**src/rtl/byte_serial_adder_pkg.sv**
```systemverilog
// Shared definitions for the byte-serial adder: FSM encoding and byte width.
package byte_serial_adder_pkg;

  localparam int BYTE_W = 8;

  typedef enum logic [1:0] {
    IDLE = 2'b00,
    ADD  = 2'b01,
    DONE = 2'b10
  } state_e;

endpackage

```
**src/rtl/byte_serial_adder_fa8.sv**
```systemverilog
// EightBitFullAdder: one byte plus carry-in, producing a byte and a carry-out.
module EightBitFullAdder (
  input  logic [7:0] a_i,
  input  logic [7:0] b_i,
  input  logic       c_i,
  output logic [7:0] sum_o,
  output logic       c_o
);

  logic [8:0] total;

  assign total = {1'b0, a_i} + {1'b0, b_i} + {8'b0, c_i};
  assign sum_o = total[7:0];
  assign c_o   = total[8];

endmodule

```
**src/rtl/byte_serial_adder.sv**
```systemverilog
// Multi-byte adder that reuses one 8-bit full adder over NBYTES cycles,
// with valid/ready handshakes on both the operand and result sides.
module byte_serial_adder
  import byte_serial_adder_pkg::*;
#(
  parameter int NBYTES = 4
) (
  input  logic                     clk,
  input  logic                     rst_n,
  input  logic                     in_valid,
  output logic                     in_ready,
  input  logic [8*NBYTES-1:0]      a,
  input  logic [8*NBYTES-1:0]      b,
  input  logic                     c_in,
  output logic                     out_valid,
  input  logic                     out_ready,
  output logic [8*NBYTES-1:0]      sum,
  output logic                     c_out,
  output logic                     busy,
  output logic [1:0]               dbg_state_o
);

  // Handshakes: a transfer happens on a rising edge where valid and ready are
  // both high; ready never depends combinationally on the partner's valid.
  localparam int W     = BYTE_W * NBYTES;
  localparam int IDX_W = $clog2(NBYTES);
  localparam logic [IDX_W-1:0] LAST_IDX = IDX_W'(NBYTES - 1);

  state_e state_q, state_d;

  logic [W-1:0]      a_q, b_q, sum_q, sum_d;
  logic              carry_q, c_out_q;
  logic [IDX_W-1:0]  idx_q;
  logic [BYTE_W-1:0] a_byte, b_byte, fa_sum;
  logic              fa_co;
  logic              accept;

  assign accept = in_valid & in_ready;

  always_ff @(posedge clk or negedge rst_n) begin
    if (!rst_n) state_q <= IDLE;
    else        state_q <= state_d;
  end

  always_comb begin
    state_d = state_q;
    case (state_q)
      IDLE:    if (in_valid) state_d = ADD;
      ADD:     if (idx_q == LAST_IDX) state_d = DONE;
      DONE:    if (out_ready) state_d = IDLE;
      default: state_d = IDLE;
    endcase
  end

  always_comb begin
    in_ready  = (state_q == IDLE);
    out_valid = (state_q == DONE);
    busy      = (state_q != IDLE);
  end

  // Byte multiplexer feeding the shared adder, and the matching write-back slot.
  always_comb begin
    a_byte = '0;
    b_byte = '0;
    sum_d  = sum_q;
    for (int i = 0; i < NBYTES; i++) begin
      if (idx_q == IDX_W'(i)) begin
        a_byte = a_q[i*BYTE_W +: BYTE_W];
        b_byte = b_q[i*BYTE_W +: BYTE_W];
        sum_d[i*BYTE_W +: BYTE_W] = fa_sum;
      end
    end
  end

  EightBitFullAdder u_fa8 (
    .a_i   (a_byte),
    .b_i   (b_byte),
    .c_i   (carry_q),
    .sum_o (fa_sum),
    .c_o   (fa_co)
  );

  // c_out is kept apart from the running carry so it only moves during ADD.
  always_ff @(posedge clk or negedge rst_n) begin
    if (!rst_n) begin
      a_q     <= '0;
      b_q     <= '0;
      sum_q   <= '0;
      carry_q <= 1'b0;
      c_out_q <= 1'b0;
      idx_q   <= '0;
    end else if (accept) begin
      a_q     <= a;
      b_q     <= b;
      carry_q <= c_in;
      idx_q   <= '0;
    end else if (state_q == ADD) begin
      sum_q   <= sum_d;
      carry_q <= fa_co;
      c_out_q <= fa_co;
      if (idx_q != LAST_IDX) idx_q <= idx_q + IDX_W'(1);
    end
  end

  assign sum         = sum_q;
  assign c_out       = c_out_q;
  assign dbg_state_o = state_q;

endmodule

```
**config.mk**
```make
export PLATFORM = sky130hd
export DESIGN_NAME = byte_serial_adder
export DESIGN_NICKNAME = d
export VERILOG_FILES = /design/src/rtl/byte_serial_adder_pkg.sv /design/src/rtl/byte_serial_adder_fa8.sv /design/src/rtl/byte_serial_adder.sv
export SDC_FILE = /design/constraint.sdc
export NUM_CORES = 1
export LEC_CHECK = 0
export ABC_AREA = 1
export CAP_MARGIN = 20
export CELL_PAD_IN_SITES_DETAIL_PLACEMENT = 0
export CELL_PAD_IN_SITES_GLOBAL_PLACEMENT = 2
export CORE_MARGIN = 4
export CORE_UTILIZATION = 33
export CTS_BUF_LIST = sky130_fd_sc_hd__clkbuf_8
export DETAILED_ROUTE_END_ITERATION = 16
export GPL_ROUTABILITY_DRIVEN = 0
export GPL_TIMING_DRIVEN = 0
export PLACE_DENSITY_LB_ADDON = 0.1
export SETUP_SLACK_MARGIN = 0.5
export SLEW_MARGIN = 15
export SYNTH_ARGS = -nofsm -noshare
export SYNTH_HDL_FRONTEND = slang
export SYNTH_SLANG_ARGS = --single-unit
```
**constraint.sdc**
```tcl
create_clock -name clk -period 6.7 [get_ports clk]
set_input_delay 1.34 -clock clk [delete_from_list [all_inputs] [get_ports clk]]
set_output_delay 1.34 -clock clk [all_outputs]
set_load 0.01 [all_outputs]
```
==> reports/metrics.yaml <==
status: "finished clean"
firstDrtPassIters: 4
grt_pass1_vias: 4193
cp_slowest_cell: "xor2_1"
pin_count: 107
multiInputGateArea_sq_mm: 0.002051
via_per_inst: 4.551
hp-class: "reg -> reg"
cellLeakagePower_nw: 3.324
r2r-start: "idx_q[0]"
syn_area_sq_mm: 0.004882
drcViolationCount: 0
worstPathArrival_ps: 4010
cp-start-kind: "register"
use_met3_pct: 2.432
hold_buffers: 0
clock.fmax_mhz: 270.6
endpoint: "sum[12]"
cts_root_buf: "clkbuf_8"
cts_setup_buffers: 0
yosys_register_bits: 102
wl_per_cell_um: 15.02
fin_nets: 802
synthCells: 602
yosysUniqueCellTypes: 31
rows: 44
ir_drop_mv: 0.2068
crit_top_cell: "nand2_1"
htreeDepth: 3
skew_ps: 12.99
diodes: 0
synth-seq-area-share_pct: 52.28
slew_headroom_pct: 59.30
cts_tree: "done"
areaGrowthSynthToFinish_pct: 31.47
routed_wl_um: 13660
die_w_um: 129.6
dp_hpwl_um: 10420
cp_slowest_stage_delay_ps: 500
initial_core_util_pct: 33.59
maxCapViolations: 0
cts_resized: 0
worst_slack_ps: 3004
required_ps: 7010
grt_use_met1_pct: 24.00
endpoint_kind: "register"
crit_path_max_fanout: 10
synthesis.nets: 684
die-area_sq_mm: 0.01680
critPathBufInv: 4
critPathKind: "reg -> reg"
gr-usage-all-layers_pct: 17.03
dp_slack_ps: 3005
met2_usage_pct: 27.36
gr-total-overflow: 0
drtAntennaViolNets: 0
tightest_slew_ps: 606.1
dieHeight_um: 129.6
busiest_layer: "met2"
period_share_pct: 55.16
antenna_found_initial: 0
ctsLongestPathBuffers: 2
r2r_end: "sum[12]"
clk_latency_ps: 380
critPathLaunch: "idx_q[0]"
postLayoutCoreUtil_pct: 44.16
numPortBuffers: 106
grt_pass1_wl_um: 22060
crit_chain: "inv_1 -> ha_1 -> inv_2 -> nor2_2 -> buf_4 -> a22oi_1 -> nand2_1 -> a22oi_1 -> fa_1 -> fa_1 -> inv_1 -> nand2_1 -> a21oi_1 -> xor2_1 -> nand2_1 -> nand2_1"
cts.sinks: 102
slew_violations: 0
worst-r2r-setup-slack_ps: 3000
core_area_sq_mm: 0.01453
first_iter_violations: 235
grt_max_degree: 61
power.density_mw_per_mm2: 551.3
final_cell_mix: "nand2_1 (320), clkdlybuf4s50_1 (105), dfrtp_1 (102)"
p_total_mw: 3.538
fill_cells: 1515
cts-buffers-inserted: 9
yosys_warnings: 0
num_vias: 4137
cp.depth: 16
final-setup-viol-count: 0
final_cell_area_sq_mm: 0.006419
critPathTopFamily: "adder cells"
drive_above_1_share_pct: 8.276
final_common_cell: "nand2_1"
setup_tns_ps: 0
clk_pin_slew_ps: 100
avgSynthCellArea_sq_um: 8.110
finalHoldViolCount: 0
reg2reg_depth: 16
min_period_ps: 3696
grt_setup_unrepaired: "false"
regArea_sq_mm: 0.002552
place_area_sq_mm: 0.006202
[tightest hold or removal path, stage by stage, from the launching register on]
cell,delay [ps]
dfrtp_1,350
nand2_1,50
nand2_1,50
[worst min path at each step]
stage	startpoint	end	slack, ps	cells after the start
after floorplan	a_q[18]	a_q[18]	440	2
after global placement	a_q[20]	a_q[20]	460	2
after detailed placement	a_q[22]	a_q[22]	460	2
after CTS	a_q[22]	a_q[22]	490	2
after global routing	sum[12]	sum[12]	500	2
final	a_q[20]	a_q[20]	480	2
[power breakdown]
| group | internal [mW] | total, mW | switching (mW) |
|---|---|---|---|
| sequential | 0.908 | 1.07 | 0.167 |
| combinational | 0.777 | 2.03 | 1.26 |
| clock | 0.217 | 0.430 | 0.213 |
| total | 1.90 | 3.54 | 1.64 |
[cell type report]
class                      count  area share (%)
clock inverter                 6           1.228
buffer                        25           2.339
clock buffer                  10           2.144
timing repair buffer         107           16.98
multi-input combinational    442           31.95
sequential                   102           39.77
inverter                      33           2.008
tap                          184           3.587
[logic make-up after synthesis]
logic type | count (synthesis) | synth area share, %
XOR/XNOR | 3 | 0.5383
flip-flops | 102 | 52.28
AO/OA/AOI/OAI | 67 | 7.817
adder cells (fa/ha/maj) | 13 | 3.639
buffers and inverters | 58 | 5.715
AND/OR/NAND/NOR | 359 | 30.01
[metal layers]
layer  routed length (um)  vias to the layer above  share of wire [%]
li1                     -                     2111                  -
met1                 6534                     1914                 48
met2                 6390                      101                 47
met3                  551                       11                4.0
met4                  179                        0                1.3
met5                    0                        -                  0
[cell usage after synthesis, drive strengths merged]
cell,n,area [sq um]
a21o,6,45.04
a21oi,14,70.07
a22oi,4,30.03
a31oi,6,37.54
and2,1,6.260
buf,22,137.6
clkbuf,3,12.51
dfrtp,102,2552
fa,2,40.04
ha,11,137.6
inv,33,128.9
nand2,322,1214
nand3,18,90.09
nand3b,2,15.01
nor2,15,133.9
o21ai,36,191.4
o31ai,1,7.510
or2,1,6.260
xnor2,2,17.52
xor2,1,8.760
[through the flow]
step	hold WS, ps	std cells
4_1_cts	485.4	909
2_1_floorplan	443.6	602
5_1_grt	504.8	909
3_3_place_gp	458.1	892
6_report	481.5	909
3_5_place_dp	461.3	893
[state kept, by name, summed over array words and instances (netlist names)]
| name | cells |
|---|---|
| a_q | 32 |
| b_q | 32 |
| sum | 32 |
| dbg_state_o | 2 |
| idx_q | 2 |
| c_out | 1 |
| carry_q | 1 |
Note: power is estimated with default switching activity, not from simulation.
